==> src/rtl/sseg_scan_bcd_pkg.sv <==
// sseg_pkg: shared types, segment constants and glyph table
// for the sseg_scan_bcd seven-segment scanner (active-low segments).
package sseg_pkg;

  typedef logic [3:0] bcd_t;
  typedef logic [6:0] seg_t;

  localparam seg_t SEG_BLANK = 7'h7F;
  localparam seg_t SEG_DASH  = 7'b0111111;

  // Segment order {g,f,e,d,c,b,a}; a 0 lights the segment.
  function automatic seg_t glyph(bcd_t d);
    seg_t s;
    case (d)
      4'd0:    s = 7'b1000000;
      4'd1:    s = 7'b1111001;
      4'd2:    s = 7'b0100100;
      4'd3:    s = 7'b0110000;
      4'd4:    s = 7'b0011001;
      4'd5:    s = 7'b0010010;
      4'd6:    s = 7'b0000010;
      4'd7:    s = 7'b1111000;
      4'd8:    s = 7'b0000000;
      4'd9:    s = 7'b0010000;
      default: s = SEG_BLANK;
    endcase
    return s;
  endfunction

endpackage

==> src/rtl/sseg_scan_bcd_if.sv <==
// sseg_scan_bcd_if: datapath-side inputs and display-pin outputs
// of the scanner; master = datapath/board, slave = scanner.
interface sseg_scan_bcd_if #(
  parameter int NUM_DIGITS = 4
);
  import sseg_pkg::*;

  localparam int IW = $clog2(NUM_DIGITS);

  logic                    en;
  logic [4*NUM_DIGITS-1:0] digits;
  logic [NUM_DIGITS-1:0]   dp_in;
  logic [NUM_DIGITS-1:0]   an;
  seg_t                    sseg;
  logic                    dp;
  logic [IW-1:0]           digit_idx;

  modport master (
    output en, digits, dp_in,
    input  an, sseg, dp, digit_idx
  );

  modport slave (
    input  en, digits, dp_in,
    output an, sseg, dp, digit_idx
  );

endinterface

==> src/rtl/sseg_scan_bcd_decoder.sv <==
// sseg_decoder: BCD nibble to active-low segments;
// non-BCD codes 10..15 render as a dash.
module sseg_decoder
  import sseg_pkg::*;
(
  input  bcd_t num,
  output seg_t sseg
);

  assign sseg = (num > 4'd9) ? SEG_DASH : glyph(num);

endmodule

==> src/rtl/sseg_scan_bcd.sv <==
// sseg_scan_bcd: N-digit multiplexed common-anode BCD display driver.
// Optional leading-zero blanking when SSEG_LZB_EN is defined.
module sseg_scan_bcd
  import sseg_pkg::*;
#(
  parameter int NUM_DIGITS   = 4,
  parameter int REFRESH_DIV  = 100000,
  parameter int BLANK_CYCLES = 2
) (
  input  logic          clk,
  input  logic          rst_n,
  sseg_scan_bcd_if.slave bus
);

  localparam int CW = $clog2(REFRESH_DIV);
  localparam int IW = $clog2(NUM_DIGITS);
  localparam int W  = 4 * NUM_DIGITS;

  localparam logic [CW-1:0] CNT_MAX = CW'(REFRESH_DIV - 1);
  localparam logic [CW-1:0] BLANK_N = CW'(BLANK_CYCLES);
  localparam logic [IW-1:0] IDX_MAX = IW'(NUM_DIGITS - 1);

  logic [CW-1:0]         cnt_q, cnt_d;
  logic [IW-1:0]         idx_q, idx_d;
  logic [W-1:0]          dig_q, dig_d;
  logic [NUM_DIGITS-1:0] dps_q, dps_d;
  logic [NUM_DIGITS-1:0] an_q, an_d;
  seg_t                  sseg_q, sseg_d;
  logic                  dp_q, dp_d;
  logic [IW-1:0]         didx_q, didx_d;

  logic tick;
  logic lzb;
  bcd_t cur;
  seg_t cur_seg;

  assign tick = (cnt_q == CNT_MAX);

  always_comb begin
    cur = dig_q[{idx_q, 2'b00} +: 4];
  end

  sseg_decoder u_dec (
    .num  (cur),
    .sseg (cur_seg)
  );

`ifdef SSEG_LZB_EN
  // zero_hi[i]: digit i and every digit above it are zero
  logic [NUM_DIGITS-1:0] zero_hi;

  always_comb begin
    zero_hi = '0;
    zero_hi[NUM_DIGITS-1] = (dig_q[W-1 -: 4] == 4'd0);
    for (int i = NUM_DIGITS - 2; i >= 0; i--) begin
      zero_hi[i] = zero_hi[i+1] &&
                   (dig_q[4*i +: 4] == 4'd0);
    end
  end

  assign lzb = (idx_q != '0) && zero_hi[idx_q];
`else
  assign lzb = 1'b0;
`endif

  always_comb begin
    cnt_d  = tick ? '0 : cnt_q + 1'b1;
    idx_d  = idx_q;
    dig_d  = dig_q;
    dps_d  = dps_q;
    an_d   = ~(NUM_DIGITS'(1) << idx_q);
    sseg_d = lzb ? SEG_BLANK : cur_seg;
    dp_d   = ~dps_q[idx_q];
    didx_d = idx_q;

    if (tick) begin
      idx_d = (idx_q == IDX_MAX) ? '0 : idx_q + 1'b1;
    end

    // Frame boundary: take a fresh snapshot of the datapath
    if (tick && idx_q == IDX_MAX) begin
      dig_d = bus.digits;
      dps_d = bus.dp_in;
    end

    if (cnt_q < BLANK_N) begin
      an_d = '1;
    end

    if (!bus.en) begin
      cnt_d  = '0;
      idx_d  = '0;
      dig_d  = bus.digits;
      dps_d  = bus.dp_in;
      an_d   = '1;
      sseg_d = SEG_BLANK;
      dp_d   = 1'b1;
      didx_d = '0;
    end
  end

  always_ff @(posedge clk or negedge rst_n) begin
    if (!rst_n) begin
      cnt_q  <= '0;
      idx_q  <= '0;
      dig_q  <= '0;
      dps_q  <= '0;
      an_q   <= '1;
      sseg_q <= SEG_BLANK;
      dp_q   <= 1'b1;
      didx_q <= '0;
    end else begin
      cnt_q  <= cnt_d;
      idx_q  <= idx_d;
      dig_q  <= dig_d;
      dps_q  <= dps_d;
      an_q   <= an_d;
      sseg_q <= sseg_d;
      dp_q   <= dp_d;
      didx_q <= didx_d;
    end
  end

  assign bus.an        = an_q;
  assign bus.sseg      = sseg_q;
  assign bus.dp        = dp_q;
  assign bus.digit_idx = didx_q;

endmodule

==> src/flat_wrapper.sv <==
// flat-port wrapper written by rule: the top's interface ports become plain ports
module sseg_scan_bcd_flat import sseg_pkg::*;
#(
  parameter int NUM_DIGITS   = 4,
  parameter int REFRESH_DIV  = 100000,
  parameter int BLANK_CYCLES = 2
)
  (clk, rst_n, bus_en, bus_digits, bus_dp_in, bus_an, bus_sseg, bus_dp, bus_digit_idx);
  sseg_scan_bcd_if #(.NUM_DIGITS(NUM_DIGITS)) bus_i ();
  input  logic clk;
  input  logic rst_n;
  input wire logic [$bits(bus_i.en)-1:0] bus_en;
  input wire logic [$bits(bus_i.digits)-1:0] bus_digits;
  input wire logic [$bits(bus_i.dp_in)-1:0] bus_dp_in;
  output wire logic [$bits(bus_i.an)-1:0] bus_an;
  output wire logic [$bits(bus_i.sseg)-1:0] bus_sseg;
  output wire logic [$bits(bus_i.dp)-1:0] bus_dp;
  output wire logic [$bits(bus_i.digit_idx)-1:0] bus_digit_idx;
  assign bus_i.en = bus_en;
  assign bus_i.digits = bus_digits;
  assign bus_i.dp_in = bus_dp_in;
  assign bus_an = bus_i.an;
  assign bus_sseg = bus_i.sseg;
  assign bus_dp = bus_i.dp;
  assign bus_digit_idx = bus_i.digit_idx;
  sseg_scan_bcd #(.NUM_DIGITS(NUM_DIGITS), .REFRESH_DIV(REFRESH_DIV), .BLANK_CYCLES(BLANK_CYCLES)) u_core (.clk(clk), .rst_n(rst_n), .bus(bus_i));
endmodule
==> config.mk <==
export PLATFORM = sky130hd
export DESIGN_NAME = sseg_scan_bcd_flat
export DESIGN_NICKNAME = d
export VERILOG_FILES = /design/src/rtl/sseg_scan_bcd_pkg.sv /design/src/rtl/sseg_scan_bcd_if.sv /design/src/rtl/sseg_scan_bcd_decoder.sv /design/src/rtl/sseg_scan_bcd.sv /design/src/flat_wrapper.sv
export SDC_FILE = /design/constraint.sdc
export NUM_CORES = 1
export LEC_CHECK = 0
export ABC_CLOCK_PERIOD_IN_PS = 2400
export CELL_PAD_IN_SITES_DETAIL_PLACEMENT = 0
export CELL_PAD_IN_SITES_GLOBAL_PLACEMENT = 2
export CORE_UTILIZATION = 37
export DETAILED_ROUTE_END_ITERATION = 10
export PLACE_DENSITY_LB_ADDON = 0.15
export SLEW_MARGIN = 20
export SYNTH_ARGS = -nofsm -noshare
export SYNTH_HDL_FRONTEND = slang
export SYNTH_SLANG_ARGS = --single-unit
==> constraint.sdc <==
create_clock -name clk -period 2.4 [get_ports clk]
set_input_delay 0.36 -clock clk [delete_from_list [all_inputs] [get_ports clk]]
set_output_delay 0.36 -clock clk [all_outputs]
set_load 0.05 [all_outputs]
==> impl_metrics.toml, run 1 <==
[yosys]
syn_avg_cell_area_um2 = 12.4
synthTopCellsByArea = "dfrtp_1 38%, dfstp_2 12%, mux2_4 11%"
ys_ff_latch = 53
synth_cells = 216
synth_top_cells_by_count = "41 x dfrtp_1, 20 x mux2_4, 20 x nor2_1"
ys_seq_area_share_pct = 50.0
ys.flop_type = "dfrtp_1"
yosysMostFrequentCell = "dfrtp_1"
yosysUniqueCellTypes = 42
netlist_area_um2 = 2680
yosysWarnings = 0
synthesis.nets = 249
synth_top_cell_area_share_pct = 38.2
async_flop_share_pct = 100
synth-edff-count = 0
yosys.area.top_type = "dfrtp_1"

[timing]
worst_slack_ns = 0.298
slew_viol_final = 0
tns_ns = 0
finClkSkew_ns = 0.00899
slew-limit-headroom_pct = 65.7
worst_pin_slew_ns = 0.513
setup_violations = 0
hold_violations = 0
finalCritPeriodShare_pct = 87.6
rsz0062_at_grt = "false"
fin_crit_ns = 2.10
fmax_mhz = 476

[pwr]
p_per_area_nw_per_um2 = 588
p_leak_nw = 1.40
p_total_mw = 1.93
ir_drop_mv = 0.267

[setup_path]
critPathBufInv = 1
slowest_stage = "mux4_1"
path_cells = "mux4_1, inv_1, ha_1, nor2_1, o21a_1, nor4_2, a31oi_1"
cp.arrival_ns = 2.34
cp.required_ns = 2.64
critical-path-top-delay-family = "multiplexers"
cp-start-kind = "flip-flop"
worst_setup_path_end_kind = "flip-flop"
path_class = "flip-flop to flip-flop"
slowest_delay_ns = 0.66
cp_max_fo = 4

[die]
die_h_um = 87.2
start_util_pct = 38.9
dieArea_um2 = 7600
fp-row-count = 30
core_area_um2 = 6910
fp.dieW_um = 87.2
ios = 37

[clocking]
clk_pin_slew_ns = 0.10
clock_latency_ns = 0.31
cts_setup_buffers = 0
cts_root_buf = "clkbuf_8"
cts_tree = "yes"
holdBufCountCts = 0
clockBufferDepth = 2
cts_resized = 0
h-tree-depth = 2
numCtsBuffers = 5
clock_sinks = 53

[grt]
antenna_found_initial = 0
overflow = 0
grt_pass1_vias = 1705
grt_pass1_wl_um = 8670
grtUsageTotal_pct = 14.9
grt_max_degree = 54

[cells_and_area]
drive_gt1_share_pct = 21.2
stdcell_count = 355
areaGrowthSynthToFinish_pct = 22.1
antenna_cells = 0
nNetsFinal = 291

[routing]
vias_per_cell = 4.86
num_vias = 1724
drt_iter0_drc = 42
wirelength_um = 4970
drt-pass1-iter-count = 4
drc = 0
routedWlPerCell_um = 14.0
antenna_left = 0

[place]
hpwl_um = 3550
place.gp.congestion = 0.811
dp_slack_ns = 0.310
dp.cells = 347
io_buffers = 36

[worst_hold_path]
hold_class = "input port to asynchronous set/reset pin"

[outcome]
run_status = "completed"

[job]
drv_cap = 0
## where the power goes
group          internal (mW)  switching, mW
Clock                  0.308          0.304
Sequential             0.958         0.0302
Combinational          0.161          0.168
Total                   1.43          0.502
## cells in the final DEF, fill, tap and decap left out, types with 4 or more instances in the layout
cell type,instances
nand2_1,12
ha_1,10
xnor2_1,5
buf_4,5
nor3_1,4
nand3_1,7
xor2_1,6
nand4_1,6
clkdlybuf4s50_1,35
a21oi_1,8
or3_1,4
clkbuf_8,5
mux2_4,20
dfrtp_1,41
dfstp_2,12
o21ai_0,9
nor2_1,20
and4_1,5
inv_1,9
## cell type report
| class | instances | area (um^2) |
|---|---|---|
| flip-flops and latches | 53 | 1340 |
| clock inverters | 3 | 41.3 |
| clock buffers | 5 | 68.8 |
| inverters | 9 | 33.8 |
| well taps | 96 | 120 |
| fillers | 655 | 3630 |
| multi-input cells | 146 | 1240 |
| repair buffers | 43 | 433 |
## sequential cells by signal (all words and copies together), names as in the netlist
register / cells
u_core.bus.dp: 1
u_core.bus.sseg: 7
u_core.cnt_q: 17
u_core.dig_q: 16
u_core.dps_q: 4
u_core.idx_q: 2
u_core.bus.digit_idx: 2
u_core.bus.an: 4
## final timing paths
kind                                  from                      end  slack (ns)  depth (start not counted)
max reg2reg                u_core.idx_q[0]       u_core.bus.sseg[3]        0.30                          7
min in group clk           u_core.cnt_q[0]          u_core.cnt_q[0]        0.52                          1
min                                  rst_n  u_core.bus.digit_idx[1]        0.03                          2
max                        u_core.idx_q[0]       u_core.bus.sseg[3]        0.30                          7
max in group asynchronous            rst_n            u_core.bus.dp        2.08                          2
min reg2reg                u_core.cnt_q[0]          u_core.cnt_q[0]        0.52                          1
## stage by stage
stage	cell area, um^2	hold WS (ns)	utilization [%]
final	3280	0.0276	47.4
after global routing	3280	0.0486	47.4
after CTS	3280	0.0311	47.4
after detailed placement	3170	0.380	45.9
after global placement	3170	0.380	45.9
after floorplan	2680	0.0644	-
## layer usage
| metal | wire length (um) | up-vias | GRT usage (%) | part of all wire (%) |
|---|---|---|---|---|
| li1 | - | 857 | - | - |
| met1 | 2660 | 824 | 23.3 | 53 |
| met2 | 2090 | 38 | 21.0 | 42 |
| met3 | 170 | 5 | 2.94 | 3.4 |
| met4 | 51 | 0 | 4.02 | 1.0 |
| met5 | 0 | - | 0 | 0 |
## kinds of logic after synthesis
| logic type | count (synthesis) | synth area share (%) |
|---|---|---|
| AOI/OAI and AO/OA | 26 | 6.25 |
| xor gates and xnor gates | 11 | 3.59 |
| adders and majority gates | 10 | 4.66 |
| buffers and inverters | 17 | 3.87 |
| DFF | 53 | 50.0 |
| muxes | 28 | 17.0 |
| and+or+nand+nor | 71 | 14.7 |
Note: power is estimated with default switching activity, not from simulation.
==> inputs of run 2 (changes only) <==
--- a/config.mk
+++ b/config.mk
@@ -11,6 +11,7 @@
 export CORE_UTILIZATION = 37
 export DETAILED_ROUTE_END_ITERATION = 10
 export PLACE_DENSITY_LB_ADDON = 0.15
+export SKIP_LAST_GASP = 1
 export SLEW_MARGIN = 20
 export SYNTH_ARGS = -nofsm -noshare
 export SYNTH_HDL_FRONTEND = slang
==> results of run 2 <==
No change in the layout: final DEF, timing and power equal those of run 1.
==> inputs of run 3 (changes only) <==
--- a/config.mk
+++ b/config.mk
@@ -10,6 +10,7 @@
 export CELL_PAD_IN_SITES_GLOBAL_PLACEMENT = 2
 export CORE_UTILIZATION = 37
 export DETAILED_ROUTE_END_ITERATION = 10
+export MAX_ROUTING_LAYER = met4
 export PLACE_DENSITY_LB_ADDON = 0.15
 export SKIP_LAST_GASP = 1
 export SLEW_MARGIN = 20
==> run 3 against run 2 <==
Compared with the run above: critical path depth is the same; final area is the same; global-route usage grew 0.47 points; utilization did not move; worst hold slack about the same; die area is the same; via count shrank 0.46%; power hardly changed; sequential power barely moved; clock-buffer cell count is the same; cell count unchanged; first-iteration DRC count up 14%.
==> impl_metrics.toml, run 3 (synthesis gave the netlist of run 1 again) <==
[setup_path]
worst_setup_path_end_kind = "flip-flop"
cp.arrival_ns = 2.35
timing.rr.end = "u_core.bus.sseg[3]"
slowest_delay_ns = 0.66
r2r_start = "u_core.idx_q[0]"
cp.required_ns = 2.64
slowest_stage = "mux4_1"
r2r_cells = 7
path_cells = "mux4_1, inv_1, ha_1, nor2_1, o21a_1, nor4_2, a31oi_1"
reg2reg_setup_slack_ns = 0.29
cp-start-kind = "flip-flop"
path_class = "flip-flop to flip-flop"
cp_max_fo = 4

[timing]
slew-limit-headroom_pct = 65.7
rsz0062_at_grt = "false"
worst_pin_slew_ns = 0.513
fmax_mhz = 474
finClkSkew_ns = 0.00803
fin_crit_ns = 2.11
finalCritPeriodShare_pct = 87.9
slew_viol_final = 0
hold_violations = 0
setup_violations = 0
tns_ns = 0

[die]
ios = 37
start_util_pct = 38.9
dieArea_um2 = 7600
fp-row-count = 30
fp.dieW_um = 87.2
die_h_um = 87.2
core_area_um2 = 6910

[place]
hpwl_um = 3550
dp.cells = 347
place.gp.congestion = 0.823
io_buffers = 36

[clocking]
cts_setup_buffers = 0
cts_root_buf = "clkbuf_8"
holdBufCountCts = 0
cts_tree = "yes"
clk_pin_slew_ns = 0.10
numCtsBuffers = 5
clockBufferDepth = 2
cts_resized = 0
clock_latency_ns = 0.31
h-tree-depth = 2
clock_sinks = 53

[pwr]
swShare_pct = 26.1
seqPwrFrac_pct = 51.2
internal_power_mw = 1.43
p_per_area_nw_per_um2 = 589
ir_drop_mv = 0.267
power_switching_mw = 0.503
p_comb_share_pct = 17.0
clkPwrFrac_pct = 31.7
p_total_mw = 1.93
p_leak_nw = 1.40

[routing]
vias_per_cell = 4.83
drt-pass1-iter-count = 4
routedWlPerCell_um = 14.0
wirelength_um = 4990
antenna_left = 0
num_vias = 1716
drc = 0
drt_iter0_drc = 48

[grt]
overflow = 0
grt_pass1_vias = 1702
grtUsageTotal_pct = 15.4
grt_max_degree = 54
antenna_found_initial = 0
grt_pass1_wl_um = 8670

[cells_and_area]
nNetsFinal = 291
stdcell_count = 355
largest_reg_flops = 17
drive_gt1_share_pct = 21.2
fill_cells = 655
final_common_cell = "dfrtp_1"
final_cell_mix = "41 x dfrtp_1, 35 x clkdlybuf4s50_1, 20 x nor2_1, 20 x mux2_4"
finish.utilization_pct = 47.4
top_register = "u_core.cnt_q"
areaGrowthSynthToFinish_pct = 22.1
antenna_cells = 0

[worst_hold_path]
hold_class = "input port to asynchronous set/reset pin"

[job]
drv_cap = 0

[outcome]
run_status = "completed"
## run 3: cell type report
class                           count  area, um^2  share of cell area (%)
Timing Repair Buffer               43         433                    13.2
Clock inverter                      3        41.3                    1.26
Tap cell                           96         120                    3.67
Inverter                            9        33.8                    1.03
Multi-Input combinational cell    146        1240                    37.8
Clock buffer                        5        68.8                    2.10
Sequential cell                    53        1340                    40.9
## run 3: power by group through the flow
| stage | registers (mW) | clock network, mW | logic (mW) |
|---|---|---|---|
| after floorplan | 1.06 | 0 | 0.157 |
| after global placement | 1.01 | 0 | 0.329 |
| after detailed placement | 1.01 | 0 | 0.331 |
| after CTS | 0.989 | 0.633 | 0.332 |
| after global routing | 0.996 | 0.667 | 0.358 |
| final | 0.989 | 0.612 | 0.328 |
## run 3: per-layer routing
layer | track usage [%] | up-vias | wire [um]
met4 | 4.02 | 0 | 54
met3 | 2.94 | 5 | 158
met2 | 20.9 | 34 | 2100
met5 | - | - | 0
met1 | 23.4 | 821 | 2670
li1 | - | 856 | -
## run 3: worst max-delay path: cells and delay by family (launching register included)
family	cells	cell delay, ns
muxes	1	0.66
and+or+nand+nor	2	0.34
buffers and inverters	1	0.13
AOI/OAI and AO/OA	2	0.28
DFF	1	0.44
adders and majority gates	1	0.19
## run 3: metrics by stage
stage	setup WS [ns]	instance area (um^2)	hold WS [ns]
6_report	0.291	3280	0.0274
3_5_place_dp	0.310	3170	0.380
4_1_cts	0.295	3280	0.0311
5_1_grt	0.164	3280	0.0493
3_3_place_gp	0.402	3170	0.380
2_1_floorplan	0.365	2680	0.0644
## run 3: worst max-delay path by stage
stage,slack [ns],cells past startpoint,from,end
floorplan,0.37,8,u_core.idx_q[0],u_core.bus.sseg[0]
global placement,0.40,7,u_core.idx_q[0],u_core.bus.sseg[5]
detailed placement,0.31,7,u_core.idx_q[0],u_core.bus.sseg[3]
CTS,0.29,7,u_core.idx_q[0],u_core.bus.sseg[3]
global route,0.16,7,u_core.idx_q[0],u_core.bus.sseg[3]
finish,0.29,7,u_core.idx_q[0],u_core.bus.sseg[3]
